### src/rtl/s1_state_timer.sv
// Input conditioning, state register and in-state timer around the s1 next-state logic.
// Sensors are synchronized and debounced; T flags a dwell of TIMEOUT ticks in one state.
module s1_state_timer #(
    parameter int unsigned DEB_CYCLES = 4,
    parameter int unsigned PRESC      = 1000,
    parameter int unsigned TIMER_W    = 16,
    parameter int unsigned TIMEOUT    = 50000
) (
    input  logic               clk,
    input  logic               rst_n,
    input  logic               en,
    input  logic               h_raw,
    input  logic               m_raw,
    input  logic               l_raw,
    input  logic               us_raw,
    input  logic               ua_raw,
    input  logic               dff0,
    input  logic               dff1,
    output logic               h,
    output logic               m,
    output logic               l,
    output logic               us,
    output logic               ua,
    output logic               ff0,
    output logic               ff1,
    output logic               t,
    output logic [TIMER_W-1:0] tcnt,
    output logic               err
);

    localparam int unsigned NS = 5;
    localparam int unsigned DW = (DEB_CYCLES > 0) ? $clog2(DEB_CYCLES + 1) : 1;
    localparam int unsigned PW = (PRESC > 1) ? $clog2(PRESC) : 1;

    localparam logic [DW-1:0]      DEB_LAST = DW'(DEB_CYCLES);
    localparam logic [PW-1:0]      PRE_LAST = PW'(PRESC - 1);
    localparam logic [TIMER_W-1:0] TMO      = TIMER_W'(TIMEOUT);

    // Sensor order: {h, m, l, us, ua}
    logic [NS-1:0] raw;
    logic [NS-1:0] sync1_q;
    logic [NS-1:0] sync2_q;
    logic [NS-1:0] clean_q;
    logic [NS-1:0] clean_nxt;
    logic [DW-1:0] deb_q   [NS];
    logic [DW-1:0] deb_nxt [NS];

    logic [1:0]         st_q;
    logic [PW-1:0]      pre_q;
    logic [PW-1:0]      pre_nxt;
    logic [TIMER_W-1:0] tcnt_q;
    logic [TIMER_W-1:0] tcnt_nxt;
    logic               t_q;
    logic               err_q;
    logic               tick_c;
    logic               chg_c;

    assign raw = {h_raw, m_raw, l_raw, us_raw, ua_raw};

    // Two-flop synchronizer for the asynchronous sensors
    always_ff @(posedge clk or negedge rst_n) begin
        if (!rst_n) begin
            sync1_q <= '0;
            sync2_q <= '0;
        end else begin
            sync1_q <= raw;
            sync2_q <= sync1_q;
        end
    end

    // Debounce: a mismatch must persist past DEB_CYCLES counts before the clean value follows
    always_comb begin
        clean_nxt = clean_q;
        for (int i = 0; i < NS; i++) begin
            deb_nxt[i] = '0;
            if (sync2_q[i] != clean_q[i]) begin
                if (deb_q[i] == DEB_LAST) begin
                    clean_nxt[i] = sync2_q[i];
                end else begin
                    deb_nxt[i] = deb_q[i] + DW'(1);
                end
            end
        end
    end

    always_ff @(posedge clk or negedge rst_n) begin
        if (!rst_n) begin
            clean_q <= '0;
            for (int i = 0; i < NS; i++) begin
                deb_q[i] <= '0;
            end
        end else begin
            clean_q <= clean_nxt;
            for (int i = 0; i < NS; i++) begin
                deb_q[i] <= deb_nxt[i];
            end
        end
    end

    // Level consistency: a higher sensor wet while a lower one is dry is impossible
    always_ff @(posedge clk or negedge rst_n) begin
        if (!rst_n) begin
            err_q <= 1'b0;
        end else begin
            err_q <= (clean_q[4] & ~clean_q[3]) | (clean_q[4] & ~clean_q[2]) |
                     (clean_q[3] & ~clean_q[2]);
        end
    end

    // Prescaler tick and state-change detection
    always_comb begin
        tick_c  = en && (pre_q == PRE_LAST);
        chg_c   = en && ({dff1, dff0} != st_q);
        pre_nxt = pre_q;
        if (en) begin
            pre_nxt = (pre_q == PRE_LAST) ? '0 : pre_q + PW'(1);
        end
    end

    // In-state tick counter: a state change wins over a coincident tick; saturates at TIMEOUT
    always_comb begin
        tcnt_nxt = tcnt_q;
        if (chg_c) begin
            tcnt_nxt = '0;
        end else if (tick_c && (tcnt_q < TMO)) begin
            tcnt_nxt = tcnt_q + TIMER_W'(1);
        end
    end

    always_ff @(posedge clk or negedge rst_n) begin
        if (!rst_n) begin
            st_q   <= 2'b00;
            pre_q  <= '0;
            tcnt_q <= '0;
            t_q    <= 1'b0;
        end else begin
            tcnt_q <= tcnt_nxt;
            if (en) begin
                st_q  <= {dff1, dff0};
                pre_q <= pre_nxt;
                t_q   <= (tcnt_nxt >= TMO);
            end
        end
    end

    assign h    = clean_q[4];
    assign m    = clean_q[3];
    assign l    = clean_q[2];
    assign us   = clean_q[1];
    assign ua   = clean_q[0];
    assign ff1  = st_q[1];
    assign ff0  = st_q[0];
    assign t    = t_q;
    assign tcnt = tcnt_q;
    assign err  = err_q;

endmodule

### config.mk
export PLATFORM = sky130hd
export DESIGN_NAME = s1_state_timer
export DESIGN_NICKNAME = d
export VERILOG_FILES = /design/src/rtl/s1_state_timer.sv
export SDC_FILE = /design/constraint.sdc
export NUM_CORES = 1
export LEC_CHECK = 0
export CAP_MARGIN = 20
export CORE_ASPECT_RATIO = 0.5
export CORE_MARGIN = 2
export CORE_UTILIZATION = 30
export CTS_BUF_LIST = sky130_fd_sc_hd__clkbuf_16
export CTS_CLUSTER_SIZE = 14
export DETAILED_ROUTE_END_ITERATION = 6
export PLACE_DENSITY = 0.44
export SETUP_SLACK_MARGIN = 0.1
export SLEW_MARGIN = 20
export SYNTH_ARGS = -nofsm -noshare
export SYNTH_HDL_FRONTEND = slang
export SYNTH_SLANG_ARGS = --single-unit
### constraint.sdc
create_clock -name clk -period 4.8 [get_ports clk]
set_input_delay 1.44 -clock clk [delete_from_list [all_inputs] [get_ports clk]]
set_output_delay 1.44 -clock clk [all_outputs]
set_load 0.03 [all_outputs]
; After elaboration in Yosys (flattened, before gate mapping)
; Index checks and enable logic that the tools add are counted.
[word_totals]
elab_cells = 66
regBits = 60
inputBits = 10
[classes]
muxes = 13
magnitude_cmp = 2
addsub = 7
n_reduce_logical = 8
n_eq_ne = 12
n_bitwise = 7
[op_table]
columns = operator, n
row1 = 16-bit two-way mux, 2
row2 = 3-bit two-way mux, 10
row3 = "16-bit by 1-bit adder with 16-bit output, second input constant", 1
row4 = "16-bit >= comparator, second input constant", 1
row5 = "16-bit less-than comparator, second input constant", 1
row6 = "3-bit by 1-bit adder with 3-bit output, second input constant", 5
row7 = "3-bit equality test, second input constant", 5
row8 = "10-bit by 1-bit adder with 10-bit output, second input constant", 1
row9 = "10-bit equality test, second input constant", 1
row10 = 10-bit two-way mux, 1
row11 = 2-bit AND reduction, 5
row12 = 1-bit != test, 5
row13 = 1-bit AND, 3
row14 = 1-bit logical AND, 3
row15 = 2-bit != test, 1
row16 = 1-bit inverter, 2
row17 = 1-bit OR, 2

; Logic depth before layout (Yosys ltp)
; Gate-level depths: netlist of run 1.
[logic_depth]
word_depth = 6
mapped_depth = 9
mapped_depth_nobuf = 8

; Worst setup path after synthesis of run 1
; Ideal clock, no wire load.
[synth_path]
kind = input to register
startpoint = in en
endpoint = reg t_q, in the netlist t
arrival_time_ps = 3174
path_buffers = 1
setup_slack_ps = 1486
path_stages = 8
setup_ps = 141
cell_sequence = nand4_1 -> a2111o_1 -> buf_6 -> nor3_2 -> nand4_1 -> mux2_4 -> nor4_2 -> a221oi_2
[synth_via]
elab_chain_cells = 5
elab_cells_between_ends = 6
cone_classes = order compare: 1 / mux: 2 / reduce/logical: 3
[synth_lines]
columns = item, line
row1 = from (decl), 11  ; input logic en,
row2 = 1-bit logical AND, 112  ; tick_c = en && (pre_q == PRE_LAST);
row3 = 1-bit logical AND, 125  ; end else if (tick_c && (tcnt_q < TMO)) begin
row4 = 16-bit two-way mux, 125
row5 = 16-bit two-way mux (*), 123  ; if (chg_c) begin
row6 = named net tcnt_nxt[10], 52  ; logic [TIMER_W-1:0] tcnt_nxt;
row7 = 16-bit >= comparator (*), 141  ; t_q <= (tcnt_nxt >= TMO);
row8 = to (signal assigned), 141
row9 = to (decl), 53  ; logic t_q;
; The timed path passes the listed nets; every way through them passes the cells marked *.
; A chain may end at the register's enable or synchronous reset.

; Worst setup path after layout of run 1
; Same ends and word-level chain as after synthesis.

==> impl_metrics.ini, run 1 <==
[min_path]
hold_class = reg -> reg
hp-start = sync1_q[0]

[drt]
drt-met1-wl_um = 2640
wl_um = 5600
top_layer_used = met4
vias = 2014
vias_per_cell = 4.83
antenna_left = 0
route.detailed.drc = 0
detail_route.wl_per_cell_um = 13.4
wl_met2_um = 2660
wl_met3_um = 249
first_iter_violations = 72
firstDrtPassIters = 4

[clock_tree]
clk_pin_slew_worst_paths_ns = 0.05
clock_path_buffers = 2
cts.repair.resized = 0
post_cts_buffers = 0
cts_made_buffers = 9
tritoncts = done
ctsHoldBuffers = 0
htree_levels = 3
cts_root_buf = clkbuf_16
clock-sinks = 60
clk_latency_ns = 0.32

[pwr]
peakVddDrop_mv = 0.155
cellPowerDensity_mw_per_mm2 = 455
power_mw = 1.61
p_leak_nw = 1.50

[layout]
antenna_cells = 0
area_growth_pct = 26.3
nets = 319
nFillCells = 885
drive_gt1_share_pct = 10.3
multi_input_area_mm2 = 0.00121
final-seq-area_mm2 = 0.00150

[placed_design]
portBuffers = 34
routabilityCongestion = 0.763
hpwl_um = 3920

[logic_synthesis]
yosysTopAreaCellShare_pct = 53.7
yosysSeqAreaShare_pct = 53.7
synth-seq-cells = 60
synth_area_mm2 = 0.00280
synth.net_count = 274
yosysTopAreaCell = dfrtp_1
syn_inst = 252
avgSynthCellArea_um2 = 11.1
synth.distinct_cells = 40
synthTopCellsByArea = dfrtp_1 54%, xnor2_1 6.0%, ha_1 5.4%
yosysWarnings = 0

[worst_setup_path]
crit_fanout = 10
start_kind = input port
required_ns = 4.99
critical_path_class = in -> reg
crit_path_end_kind = flip-flop
cp.arrival_ns = 4.00
r2r-start = tcnt[13]
crit_start = en

[global_routing]
grt_pass1_wl_um = 9990
grt_max_degree = 34
overflow = 0
grt_antenna_before_repair = 0
grt_pass1_vias = 2085
track_usage_pct = 12.6

[floorplanning]
core_area_mm2 = 0.00889
initial_core_util_pct = 31.5
die_area_mm2 = 0.0102
die_x_um = 141
rows = 24
die_h_um = 72.3
num_io_pins = 35

[run_status]
status = complete, no violations

[timing]
worst_pin_slew_ns = 0.779
tns_ns = 0
clock.fmax_mhz = 262
finalSetupViolCount = 0
fin_crit_ns = 3.81
rsz0062_at_grt = no
drv_slew = 0
hold_viol = 0
fin_crit_sh_pct = 79.4
fin_skew_ns = 0.0109
maxSlewHeadroom_pct = 47.7

[run]
maxCapViolCount = 0
==> logic make-up after synthesis <==
group,synth area share (%)
AND/OR/NAND/NOR,19.4
XOR/XNOR,7.20
buffers and inverters,3.09
AO/OA/AOI/OAI,6.13
multiplexers,5.15
flip-flops,53.7
adder cells (fa/ha/maj),5.37
==> synth_stat cells, drive strengths merged <==
library cell  number
o41ai              1
a41oi              1
nor4               5
buf                1
nand3b             1
nor3               8
and3               5
xor2               4
nand4             12
a21oi             10
clkbuf             2
inv               18
o211ai             1
nor3b              5
nand3              5
or4                1
o31ai              2
nor2b              6
and4               1
mux2i              5
or2                1
or3                2
a211o              1
nor2              28
a2111o             1
o21ai              6
mux2               8
a31o               1
ha                12
dfrtp             60
a21boi             1
a221oi             1
xnor2             19
nand2             16
and2               1
==> per-stage QoR <==
stage / cell area [um2] / hold WS [ns] / instances / util [%] / setup slack [ns]
4_1_cts: 3530 / 0.353 / 417 / 39.7 / 0.991
6_report: 3530 / 0.348 / 417 / 39.7 / 0.990
5_1_grt: 3530 / 0.359 / 417 / 39.7 / 0.832
3_5_place_dp: 3280 / 0.337 / 403 / 36.9 / 0.664
2_1_floorplan: 2800 / 0.331 / 252 / - / 1.49
3_3_place_gp: 3280 / 0.335 / 403 / 36.9 / 0.768
==> worst paths after layout <==
kind / endpoint / slack (ns) / cells after the start
setup reg to reg: t / 1.82 / 7
setup / recovery: t / 0.99 / 8
hold reg to reg: sync2_q[0] / 0.35 / 0
max in group asynchronous: deb_q[0] / 2.74 / 2
min in group asynchronous: tcnt[7] / 1.19 / 1
hold / removal: sync2_q[0] / 0.35 / 0
==> worst max-delay path, stage by stage <==
cell             delay [ns]
clkdlybuf4s50_1        0.48
nand4_1                0.20
a2111o_1               0.65
nor3_2                 0.34
nand4_1                0.18
mux2_4                 0.34
nor4_2                 0.27
a221oi_2               0.11
==> cell type report <==
class | instances | area share [%]
Clock buffer | 9 | 6.38
Sequential cell | 60 | 42.5
Timing Repair Buffer | 37 | 10.1
Multi-Input combinational cell | 171 | 34.2
Inverter | 18 | 1.91
Clock inverter | 5 | 0.673
Tap cell | 117 | 4.15
==> cells in the final DEF, fill, tap and decap left out, types with 2 or more instances in the layout <==
| cell | Yosys | routed |
|---|---|---|
| nand3_1 | 5 | 5 |
| a21oi_1 | 10 | 10 |
| nand4_1 | 12 | 12 |
| nor3b_1 | 5 | 5 |
| o21ai_0 | 6 | 6 |
| nor2_1 | 28 | 28 |
| nor4_2 | 3 | 3 |
| xnor2_1 | 19 | 19 |
| xor2_1 | 4 | 4 |
| mux2i_1 | 5 | 5 |
| buf_4 | 0 | 3 |
| nor3_1 | 6 | 6 |
| clkbuf_16 | 0 | 9 |
| inv_1 | 18 | 20 |
| ha_1 | 12 | 12 |
| mux2_2 | 7 | 7 |
| and3_1 | 5 | 5 |
| nand2_1 | 16 | 16 |
| o31ai_1 | 2 | 2 |
| dfrtp_1 | 60 | 60 |
| clkdlybuf4s50_1 | 0 | 33 |
| nor2b_1 | 6 | 6 |
| or3_1 | 2 | 2 |
==> sequential cells by signal, summed over array words and instances (netlist names) <==
register  count
t             1
st_q          2
pre_q        10
tcnt         16
sync2_q       5
err           1
clean_q       5
deb_q        15
sync1_q       5
==> power by group <==
group          internal [mW]  switching, mW  leakage (nW)
clock network          0.335          0.203         0.127
logic                  0.181          0.193         0.594
registers              0.608         0.0877         0.777
total                   1.12          0.483          1.50
==> routing by layer <==
metal / vias up / GRT usage, %
met3: 5 / 4.55
met4: 0 / 4.78
met2: 41 / 19.9
met5: - / 0
li1: 960 / -
met1: 1008 / 16.2
No activity file was read; power rests on OpenSTA's default activity.
==> inputs of run 2 (changes only) <==
--- a/config.mk
+++ b/config.mk
@@ -12,7 +12,7 @@
 export CTS_BUF_LIST = sky130_fd_sc_hd__clkbuf_16
 export CTS_CLUSTER_SIZE = 14
 export DETAILED_ROUTE_END_ITERATION = 6
-export PLACE_DENSITY = 0.44
+export PLACE_DENSITY = 0.46
 export SETUP_SLACK_MARGIN = 0.1
 export SLEW_MARGIN = 20
 export SYNTH_ARGS = -nofsm -noshare
==> constraint.sdc (replaced) <==
create_clock -name clk -period 3.3 [get_ports clk]
set_input_delay 0.99 -clock clk [delete_from_list [all_inputs] [get_ports clk]]
set_output_delay 0.99 -clock clk [all_outputs]
set_load 0.03 [all_outputs]
==> impl_metrics.ini, run 2 (synthesis gave the netlist of run 1 again) <==
[timing]
tns_ns = 0
fin_crit_ns = 3.05
finalSetupViolCount = 0
maxSlewHeadroom_pct = 50.4
worst_pin_slew_ns = 0.743
fin_ws_ns = 0.248
hold_viol = 0
fin_crit_sh_pct = 92.5
clock.fmax_mhz = 328
drv_slew = 0
rsz0062_at_grt = no
fin_skew_ns = 0.00801

[drt]
first_iter_violations = 129
detail_route.wl_per_cell_um = 13.8
vias_per_cell = 4.82
antenna_left = 0
route.detailed.drc = 0
vias = 2061
wl_um = 5900
firstDrtPassIters = 4

[floorplanning]
num_io_pins = 35
die_x_um = 141
initial_core_util_pct = 31.5
die_h_um = 72.3
rows = 24
core_area_mm2 = 0.00889
die_area_mm2 = 0.0102

[layout]
final_common_cell = dfrtp_1
antenna_cells = 0
final-seq-area_mm2 = 0.00150
multi_input_area_mm2 = 0.00121
layout_common_cells = 60 x dfrtp_1, 33 x clkdlybuf4s50_1, 28 x nor2_1
largest_register_ffs = 16
utilization_pct = 41.0
nets = 329
area_growth_pct = 30.3
fin_cells = 428
drive_gt1_share_pct = 13.8
nFillCells = 844

[placed_design]
hpwl_um = 4130
routabilityCongestion = 0.731
place_inst = 413
dp_slack_ns = -0.0978
portBuffers = 34

[global_routing]
grt_max_degree = 23
track_usage_pct = 13.0
grt_antenna_before_repair = 0
grt_pass1_wl_um = 10100
grt_pass1_vias = 2099
overflow = 0

[worst_setup_path]
required_ns = 3.50
crit_path_end_kind = flip-flop
critical_path_class = in -> reg
path_cells = clkdlybuf4s50_1 > nand4_1 > a2111o_1 > nor3_2 > nand4_1 > mux2_4 > nor4_2 > a221oi_2
critPathMaxStageDelay_ns = 0.55
cp.arrival_ns = 3.25
cp_slowest_cell = a2111o_1
start_kind = input port
path_common_cell = nand4_1
crit_fanout = 6

[pwr]
p_leak_nw = 1.55
power_mw = 2.45
p_clk_share_pct = 36.2
peakVddDrop_mv = 0.245
p_sw_share_pct = 29.7
p_comb_share_pct = 22.5
internal_power_mw = 1.72
p_sw_mw = 0.728
cellPowerDensity_mw_per_mm2 = 672
pwr-share-seq_pct = 41.3

[clock_tree]
clk_pin_slew_worst_paths_ns = 0.05
post_cts_buffers = 0
clock-sinks = 60
clk_latency_ns = 0.33
cts_made_buffers = 9
htree_levels = 3
clock_path_buffers = 2
tritoncts = done
cts_root_buf = clkbuf_16
ctsHoldBuffers = 0

[min_path]
hold_class = reg -> reg

[run]
maxCapViolCount = 0

[run_status]
status = complete, no violations
-- run 2: changes by cell type in the layout (fill, tap and decap cells not counted), sizes merged --
cell / previous run / this run
inv: 20 / 18
buf: 4 / 14
clkinvlp: 1 / 2
clkinv: 2 / 3
bufinv: 0 / 1
-- run 2: worst paths after layout --
path	start	endpoint	slack [ns]	cells after the start
worst max-delay path	en	t	0.25	8
worst min-delay path	sync1_q[3]	sync2_q[3]	0.34	0
worst max register to register	tcnt[13]	t	0.48	7
worst min register to register	sync1_q[3]	sync2_q[3]	0.34	0
max in group asynchronous	rst_n	deb_q[8]	2.04	2
min in group asynchronous	rst_n	tcnt[6]	0.61	1
-- run 2: cell type report --
cell class,count,share of cell area (%)
sequential,60,41.2
multi-input combinational,171,33.3
timing repair buffer,47,11.9
clock buffer,9,6.18
tap,117,4.02
inverter,18,1.85
clock inverter,6,1.55
-- run 2: timing repair --
action | CTS | global route
setup endpoints to repair | 0 | 1
endpoints found under the hold margin | 0 | 0
gates resized for setup | 0 | 1
-- run 2: layer usage --
metal	GRT usage [%]	share of wire [%]	vias to the layer above
met5	0	0	-
met4	5.11	1.6	0
met3	4.69	4.7	9
met2	20.8	47	48
met1	16.3	47	1019
li1	-	-	985
-- run 2: power by group through the flow --
stage | Combinational [mW] | Sequential, mW | Clock, mW
final | 0.552 | 1.01 | 0.886
after global routing | 0.624 | 1.03 | 0.955
after CTS | 0.563 | 1.01 | 0.918
after detailed placement | 0.560 | 1.02 | 0
after global placement | 0.528 | 1.01 | 0
after floorplan | 0.314 | 1.07 | 0
-- run 2: worst max-delay path, delay by kind of cell --
family                 cells  cell delay [ns]
muxes                      1             0.33
buffers and inverters      1             0.47
AOI/OAI and AO/OA          2             0.65
and+or+nand+nor            4             0.81
-- run 2: stage by stage --
step	hold slack (ns)	instance area (um2)
after floorplan	0.331	2800
after global placement	0.332	3360
after detailed placement	0.336	3360
after CTS	0.348	3640
after global routing	0.355	3640
final	0.344	3640
